## src/rtl/pcm_to_pwm_mc.sv

```systemverilog
// Multi-channel PCM-to-PWM DAC with a one-deep frame buffer.
// New duty codes take effect only at PWM period boundaries.
module pcm_to_pwm_mc #(
    parameter int unsigned NCH    = 2,
    parameter int unsigned DW     = 16,
    parameter int unsigned RES    = 8,
    parameter int unsigned CLKDIV = 1,
    parameter int unsigned CENTER = 0
) (
    input  logic                clk,
    input  logic                rst_n,
    input  logic                in_valid,
    output logic                in_ready,
    input  logic [NCH*DW-1:0]   in_data,
    output logic [NCH-1:0]      pwm_out,
    output logic                period_start,
    output logic                underrun
);

    localparam int unsigned      PSC_W    = (CLKDIV > 1) ? $clog2(CLKDIV) : 1;
    localparam logic [PSC_W-1:0] PSC_LAST = PSC_W'(CLKDIV - 1);
    localparam logic [RES-1:0]   CNT_MAX  = {RES{1'b1}};
    localparam logic [RES-1:0]   DUTY_MID = RES'(1) << (RES - 1);

    // Triangle counter direction
    localparam logic [0:0] DIR_UP   = 1'b0;
    localparam logic [0:0] DIR_DOWN = 1'b1;

    logic [PSC_W-1:0]         psc_q, psc_d;
    logic [RES-1:0]           cnt_q, cnt_d;
    logic [0:0]               dir_q, dir_d;
    logic [NCH-1:0][RES-1:0]  duty_q, duty_d;
    logic [NCH-1:0][RES-1:0]  pend_q, pend_d;
    logic                     full_q, full_d;
    logic [NCH-1:0][RES-1:0]  in_code;
    logic [NCH-1:0]           pwm_d;
    logic                     tick_c;
    logic                     bnd_c;
    logic                     xfer_c;
    logic                     underrun_d;

    // Signed sample to offset binary, keeping the top RES bits
    function automatic logic [RES-1:0] to_code(input logic [DW-1:0] s);
        logic [DW-1:0] ob;
        ob         = s;
        ob[DW-1]   = ~s[DW-1];
        return ob[DW-1 -: RES];
    endfunction

    assign in_ready = ~full_q;

    // Duty codes of the frame currently on in_data
    always_comb begin
        in_code = '0;
        for (int k = 0; k < int'(NCH); k++) begin
            in_code[k] = to_code(in_data[k*DW +: DW]);
        end
    end

    // Next-state: prescaler, counter/direction, buffer, duties and outputs
    always_comb begin
        psc_d      = psc_q;
        cnt_d      = cnt_q;
        dir_d      = dir_q;
        duty_d     = duty_q;
        pend_d     = pend_q;
        full_d     = full_q;
        underrun_d = 1'b0;
        pwm_d      = '0;

        tick_c = (psc_q == PSC_LAST);
        xfer_c = in_valid & ~full_q;
        psc_d  = tick_c ? '0 : psc_q + PSC_W'(1);

        if (tick_c) begin
            if (CENTER == 0) begin
                cnt_d = cnt_q + RES'(1);
            end else begin
                if (dir_q == DIR_UP) begin
                    cnt_d = (cnt_q == CNT_MAX) ? cnt_q - RES'(1) : cnt_q + RES'(1);
                end else begin
                    cnt_d = cnt_q - RES'(1);
                end
                if (cnt_d == '0) begin
                    dir_d = DIR_UP;
                end else if (dir_q == DIR_UP && cnt_q == CNT_MAX) begin
                    dir_d = DIR_DOWN;
                end
            end
        end

        bnd_c = tick_c & (cnt_d == '0);

        if (bnd_c) begin
            if (full_q) begin
                duty_d = pend_q;
                full_d = 1'b0;
            end else if (xfer_c) begin
                duty_d = in_code;
            end else begin
                underrun_d = 1'b1;
            end
        end else if (xfer_c) begin
            pend_d = in_code;
            full_d = 1'b1;
        end

        for (int k = 0; k < int'(NCH); k++) begin
            pwm_d[k] = (cnt_d < duty_d[k]);
        end
    end

    // State and registered outputs
    always_ff @(posedge clk or negedge rst_n) begin
        if (!rst_n) begin
            psc_q        <= '0;
            cnt_q        <= '0;
            dir_q        <= DIR_UP;
            duty_q       <= {NCH{DUTY_MID}};
            pend_q       <= '0;
            full_q       <= 1'b0;
            pwm_out      <= '0;
            period_start <= 1'b0;
            underrun     <= 1'b0;
        end else begin
            psc_q        <= psc_d;
            cnt_q        <= cnt_d;
            dir_q        <= dir_d;
            duty_q       <= duty_d;
            pend_q       <= pend_d;
            full_q       <= full_d;
            pwm_out      <= pwm_d;
            period_start <= bnd_c;
            underrun     <= underrun_d;
        end
    end

endmodule

```

## config.mk

```make
export PLATFORM = sky130hd
export DESIGN_NAME = pcm_to_pwm_mc
export DESIGN_NICKNAME = d
export VERILOG_FILES = /design/src/rtl/pcm_to_pwm_mc.sv
export SDC_FILE = /design/constraint.sdc
export NUM_CORES = 1
export LEC_CHECK = 0
export BUFFER_PORTS_ARGS = -buffer_cell sky130_fd_sc_hd__buf_2
export CAP_MARGIN = 15
export CORE_ASPECT_RATIO = 0.8
export CORE_MARGIN = 4
export CORE_UTILIZATION = 55
export DETAILED_ROUTE_END_ITERATION = 7
export GPL_TIMING_DRIVEN = 1
export PLACE_DENSITY = 0.85
export SLEW_MARGIN = 20
export SYNTH_ARGS = -nofsm -noshare
export SYNTH_HDL_FRONTEND = slang
export SYNTH_SLANG_ARGS = --single-unit
```

## constraint.sdc

```tcl
create_clock -name clk -period 3.6 [get_ports clk]
set_clock_uncertainty 0.2 [all_clocks]
set_input_delay 0 -clock clk [delete_from_list [all_inputs] [get_ports clk]]
set_output_delay 0 -clock clk [all_outputs]
set_load 0.005 [all_outputs]
```

Word level (Yosys, flattened, before mapping). Cells that the tools add are included.

Register bits: 46. Input bits: 35. Output and inout bits: 5. Logic and storage cells: 34.

$add $sub $neg: 2. Order comparisons: 2. Mux-type cells: 10. Bitwise operators: 7. Reductions and logical operators: 3.

Operators with widths (count): $mux 16 (3); $lt 8x8->1 (2); $add 8x1->8 const B (1); $logic_not 8->1 (1); $mux 8 (1); $mux 1 (6); $not 1->1 (5); $and 1x1->1 (2); $reduce_and 2->1 (1); $reduce_bool 2->1 (1); $add 1x1->1 const B (1).

Logic depth before layout (Yosys ltp). Gate-level depths: netlist (run 1).

Word-level depth: 6. Mapped depth: 14.

Worst setup path before layout (run 1). OpenSTA, ideal clock, no wires.

Path type: register to register. From: register cnt_q[0]. To: register pwm_out[1]. Arrival time: 2.624 ns. Data required time: 3.318 ns. Setup slack: 0.694 ns. Cell stages (with the launch flop): 13. Cell sequence: dfrtp_1 buf_4 a211o_1 a21o_1 a21o_1 buf_6 buf_6 a221oi_1 ha_1 a211o_1 a21oi_1 nand2_1 a31oi_1.

Word-level cells in the longest chain between the ends: 6.

Ends and longest elaborated chain: start, declared (line 30) `logic [RES-1:0] cnt_q, cnt_d;`; start signal, assigned (line 127) `cnt_q <= cnt_d;`; $add 8x1->8; $mux 8 * (line 75) `if (tick_c) begin`; $logic_not 8->1 (line 92) `bnd_c = tick_c & (cnt_d == '0);`; $and 1x1->1 (line 92); $mux 16 (line 94) `if (bnd_c) begin`; $lt 8x8->1 * (line 109) `pwm_d[k] = (cnt_d < duty_d[k]);`; net pwm_d[1] (line 36) `logic [NCH-1:0] pwm_d;`; end signal, assigned (line 132) `pwm_out <= pwm_d;`; end, declared (line 15) `output logic [NCH-1:0] pwm_out,`.

Mark *: on every way through the listed nets, which the timed path passes. The rest lies on a longest branch. A chain may end at the register's enable or synchronous reset.

Final worst setup path (run 1).
From: register cnt_q[0]. To: register pwm_out[0].

The elaborated chain is that of the path after synthesis.

==> results.yml, run 1 <==
status:
  status: "finished clean"
synthesis:
  avgSynthCellArea_um2: 11.21
  synthTopCellsByArea: "dfrtp_1 43%, ha_1 7.5%, mux2_2 5.9%, a221o_1 4.8%, a32o_1 4.4%"
  synth_top_area_cell: "dfrtp_1"
  synth_top_area_frac: 0.4304
  ys.flop_type: "dfrtp_1"
  synth_seq_area_share: 0.4515
  syn-instance-count: 223
  synth.most_common_cell: "dfrtp_1"
  synth_common_cells: "43 x dfrtp_1, 15 x ha_1, 13 x mux2_2, 13 x o21ai_0"
  synthArstFlopShare: 1.000
  yosysWarnings: 0
  synth-edff-count: 0
  netlist_area_mm2: 0.002500
  synth-seq-cells: 45
  synth_cell_types: 41
  syn_nets: 273
final_layout:
  register_area_mm2: 0.001129
  fillers: 317
  drive_above_1_share: 0.2090
  nets: 317
  multi_input_area_mm2: 0.001246
  area_growth_pct: 18.27
  antennaDiodeCount: 0
worst_setup_path:
  critPathSlowestCell: "dfrtp_1"
  max_stage_delay_ns: 0.49
  path_class: "register to register"
  cp_cell_sequence: "ha_1, nand2_1, a21o_1, a21o_1, inv_2, a32o_1, a221oi_1, ha_1, a211o_1, a21oi_1, nand2_1, a31oi_1"
  start_kind: "register"
  crit_fanout: 19
  cp.arrival_ns: 3.33
  endpoint_kind: "register"
  required_ns: 3.62
timing:
  rsz0062_at_grt: "no"
  tightestPinTransition_ns: 0.4111
  slew_viol_final: 0
  max_clock_freq_mhz: 302.6
  setup-tns-final_ns: 0
  finalSetupViolCount: 0
  max_slew_margin: 0.7259
  hold_violations: 0
  timing.final.crit_share: 0.9180
  layout_min_cycle_time_ns: 3.305
routing:
  wl_met3_um: 312
  m1WireLength_um: 2549
  wirelength_um: 5395
  wl_per_cell_um: 16.60
  topRoutingLayerUsed: "met4"
  met2_length_um: 2456
  vias_per_cell: 6.302
  ant_nets: 0
  route.detailed.drc: 0
  num_vias: 2048
  drt_first_pass_iters: 4
  first_iter_violations: 146
global_routing:
  grt_usage: 0.2095
  grt_pass1_wl_um: 9356
  antenna_found_initial: 0
  overflow: 0
  grt_pass1_vias: 1965
  grt_max_degree: 46
clocking:
  htreeDepth: 2
  cts_sinks: 45
  clockRootBuffer: "clkbuf_8"
  clk_pin_slew_worst_paths_ns: 0.08
  cts_tree: "yes"
  cts_max_path_buffers: 2
  cts-buffers-inserted: 5
  clkLatencyLatePin_ns: 0.30
flow_run:
  cap_viol_max_count: 0
die:
  core_region_area_mm2: 0.004283
  fp.dieW_um: 83.38
  die_height_um: 68.30
  initial_utilization: 0.5837
  io_pins: 40
  rows: 21
  dieArea_mm2: 0.005695
power_and_ir_drop:
  p_per_area_mw_per_mm2: 312.1
  irDropWorstVdd_mv: 0.2882
  finalPower_mw: 0.9226
  leakagePower_nw: 1.289
placed_design:
  gp_congestion: 0.8617
  dp_hpwl_um: 3619
  port_buffers: 23
min_path:
  hold_path.class: "primary input to register"
==> report_power, final <==
group	internal, mW	total (mW)	switching (mW)	leakage (nW)
Sequential	0.521	0.532	0.0114	0.582
Clock	0.157	0.325	0.168	0.0455
Combinational	0.0389	0.0652	0.0263	0.661
Total	0.716	0.923	0.206	1.29
==> critical path, delay by kind of cell, from the launching register on <==
| kind | cells | cell delay (ns) |
|---|---|---|
| and+or+nand+nor | 2 | 0.19 |
| AOI/OAI and AO/OA | 7 | 1.56 |
| DFF | 1 | 0.49 |
| buffers and inverters | 1 | 0.16 |
| adders and majority gates | 2 | 0.62 |
==> cell type report <==
class                           instances  area share
Clock buffer                            8     0.03047
Inverter                                8     0.01016
Multi-Input combinational cell        156      0.4215
Sequential cell                        45      0.3817
Tap cell                               57     0.02412
Timing Repair Buffer                   51      0.1320
==> metrics by stage <==
step	hold slack (ns)	instance area (µm²)	utilization	setup WS (ns)	std cells
finish	0.2688	2957	0.6903	0.2952	325
global route	0.2796	2957	0.6903	0.03244	325
CTS	0.2337	2927	0.6833	0.2843	323
detailed placement	0.01664	2636	0.6155	0.3312	295
global placement	0.005320	2636	0.6155	0.4432	295
floorplan	-0.4956	2500	-	0.6943	223
==> path summary, 6_finish.rpt <==
check	cells after the start	slack, ns	to	from
max	12	0.30	pwm_out[0]	cnt_q[0]
min	3	0.27	pend_q[7]	in_data[15]
max reg2reg	12	0.30	pwm_out[0]	cnt_q[0]
min reg2reg	1	0.32	pend_q[5]	pend_q[5]
max in group asynchronous	4	2.22	duty_q[15]	rst_n
min in group asynchronous	3	0.44	pwm_out[0]	rst_n
==> cell usage in the layout, fill, tap and decap left out, types with 4 or more instances in the layout <==
cell,instances
buf_4,6
a31oi_1,6
dfrtp_1,43
nor3_1,4
nand3_1,4
nand4_1,4
o21ai_0,13
nor2_1,6
nand2_1,10
dlygate4sd3_1,21
mux2_2,13
a221o_1,12
ha_1,15
clkbuf_8,6
a32o_1,11
inv_1,7
a21oi_1,10
buf_2,23
a221oi_1,12
==> cell families after synthesis <==
group                      after synthesis  share of synthesized area
AOI/OAI and AO/OA                       81                     0.2543
xor gates and xnor gates                 6                    0.02102
adders and majority gates               15                    0.07508
buffers and inverters                   22                    0.05005
DFF                                     45                     0.4515
muxes                                   14                    0.06256
and+or+nand+nor                         40                    0.08559
==> flip-flops by register name, summed over array words and instances (netlist names) <==
register      count
cnt_q             8
duty_q           16
full_q            1
pend_q           16
period_start      1
pwm_out           2
underrun          1
==> repair_timing <==
item                                    CTS  global route
hold buffers                             20             1
endpoints found under the hold margin    76            10
endpoints found under the setup margin    0             0
buffers inserted                          0             0
gates resized for setup                   0             0
==> routing by layer <==
metal | GRT usage | up-vias
met1 | 0.2895 | 1011
met5 | 0 | -
met4 | 0.07347 | 0
met3 | 0.03971 | 8
met2 | 0.3350 | 63
li1 | - | 966
Note: power is estimated with default switching activity, not from simulation.
==> run 2, diff against run 1 <==
Settings changed: MAX_ROUTING_LAYER set to met4.
==> run 2 against run 1 <==
Net effect:
- register-to-register slack about the same
- sequential power about the same
- largest cell class unchanged
- critical endpoint unchanged
- first-iteration DRC count shrank 9.6%
==> results.yml, run 2 (same netlist as run 1, synthesis figures left out) <==
worst_setup_path:
  rrSetupSlack_ns: 0.28
  required_ns: 3.62
  reg2reg_from: "cnt_q[0]"
  reg2reg_to: "pwm_out[0]"
  crit_fanout: 19
  start_kind: "register"
  path_class: "register to register"
  r2r_cells: 12
  endpoint_kind: "register"
  cp.arrival_ns: 3.34
final_layout:
  final_cell_mix: "43 x dfrtp_1, 23 x buf_2, 21 x dlygate4sd3_1"
  finalNonFillerCells: 325
  largestRegisters: "duty_q x16, pend_q x16, cnt_q x8"
  final_common_cell: "dfrtp_1"
  area_growth_pct: 18.27
  post-route-cell-area_mm2: 0.002957
  drive_above_1_share: 0.2090
  fillers: 317
  antennaDiodeCount: 0
  nets: 317
  fin_util: 0.6903
clocking:
  cts_setup_buffers: 0
  clockRootBuffer: "clkbuf_8"
  cts-buffers-inserted: 5
  htreeDepth: 2
  clkLatencyLatePin_ns: 0.30
  cts_hold_buf: 20
  clk_pin_slew_worst_paths_ns: 0.08
  cts_tree: "yes"
  ctsResizeCount: 0
  cts_max_path_buffers: 2
  cts_sinks: 45
timing:
  holdWs_ns: 0.2690
  max_slew_margin: 0.7289
  layout_min_cycle_time_ns: 3.318
  slew_viol_final: 0
  finalSetupViolCount: 0
  hold_violations: 0
  max_clock_freq_mhz: 301.4
  rsz0062_at_grt: "no"
  timing.final.crit_share: 0.9217
  tightestPinTransition_ns: 0.4067
  setup-tns-final_ns: 0
power_and_ir_drop:
  sequentialPowerShare: 0.577
  p_sw_mw: 0.2058
  p_int_mw: 0.7165
  irDropWorstVdd_mv: 0.2871
  leakagePower_nw: 1.289
  p_per_area_mw_per_mm2: 312.0
  pwr-share-comb: 0.071
  p_sw_frac: 0.2232
  p_clk_frac: 0.352
placed_design:
  gp_congestion: 0.8755
  dp_cells: 295
  port_buffers: 23
  dp_hpwl_um: 3619
  placed_area_mm2: 0.002636
routing:
  drt_first_pass_iters: 4
  first_iter_violations: 132
  vias_per_cell: 6.277
  wl_per_cell_um: 16.58
  wirelength_um: 5389
  ant_nets: 0
  num_vias: 2040
  route.detailed.drc: 0
min_path:
  worstHoldEndpoint: "pend_q[7]"
  min-delay-start: "in_data[15]"
  min_delay_path_depth: 3
  hold_path.class: "primary input to register"
global_routing:
  grt_pass1_wl_um: 9349
  grt_usage: 0.2158
  grt_max_degree: 46
  overflow: 0
  grt_pass1_vias: 1965
  antenna_found_initial: 0
die:
  fp.dieW_um: 83.38
  initial_utilization: 0.5837
  die_height_um: 68.30
  core_region_area_mm2: 0.004283
  dieArea_mm2: 0.005695
  rows: 21
  io_pins: 40
flow_run:
  cap_viol_max_count: 0
status:
  status: "finished clean"
-- run 2: cell counts in the layout (fill, tap and decap cells not counted) --
No cell type changed its count.
-- run 2: stage by stage --
stage                     setup WS, ns  power [mW]
after floorplan                 0.6943      0.5596
after global routing           0.03244      0.9600
after CTS                       0.2843      0.9260
after detailed placement        0.3312      0.5870
after global placement          0.4432      0.5843
final                           0.2817      0.9223
-- run 2: cell type report --
| class | instances | area (µm²) | share of cell area |
|---|---|---|---|
| tap | 57 | 71.32 | 0.02412 |
| sequential | 45 | 1129 | 0.3817 |
| multi-input combinational | 156 | 1246 | 0.4215 |
| clock buffer | 8 | 90.09 | 0.03047 |
| timing repair buffer | 51 | 390.4 | 0.1320 |
| inverter | 8 | 30.03 | 0.01016 |
-- run 2: power by group through the flow --
stage          clock network [mW]  logic, mW  registers (mW)
2_1_floorplan                   0     0.0206           0.539
3_3_place_gp                    0     0.0434           0.541
3_5_place_dp                    0     0.0448           0.542
4_1_cts                     0.332     0.0624           0.532
5_1_grt                     0.351     0.0740           0.535
6_report                    0.325     0.0653           0.532
-- run 2: metal layers --
metal  track usage  vias to the layer above  share of wire
li1              -                      962              -
met1        0.2895                     1009           0.46
met2        0.3350                       61           0.46
met3       0.03971                        8          0.064
met4       0.07347                        0          0.014
met5             -                        -              0
-- run 2: worst max-delay path by stage --
stage	from	endpoint	slack, ns
4_1_cts	cnt_q[0]	pwm_out[0]	0.28
6_report	cnt_q[0]	pwm_out[0]	0.28
3_3_place_gp	cnt_q[0]	pwm_out[1]	0.44
2_1_floorplan	cnt_q[0]	pwm_out[1]	0.69
3_5_place_dp	cnt_q[0]	pwm_out[0]	0.33
5_1_grt	cnt_q[0]	pwm_out[1]	0.03
-- run 2: critical path, cell delays in order, from the launching register on --
cell and delay (ns):
dfrtp_1 0.49, ha_1 0.30, nand2_1 0.09, a21o_1 0.22, a21o_1 0.14, inv_2 0.15, a32o_1 0.31, a221oi_1 0.32
ha_1 0.32, a211o_1 0.27, a21oi_1 0.15, nand2_1 0.10, a31oi_1 0.16
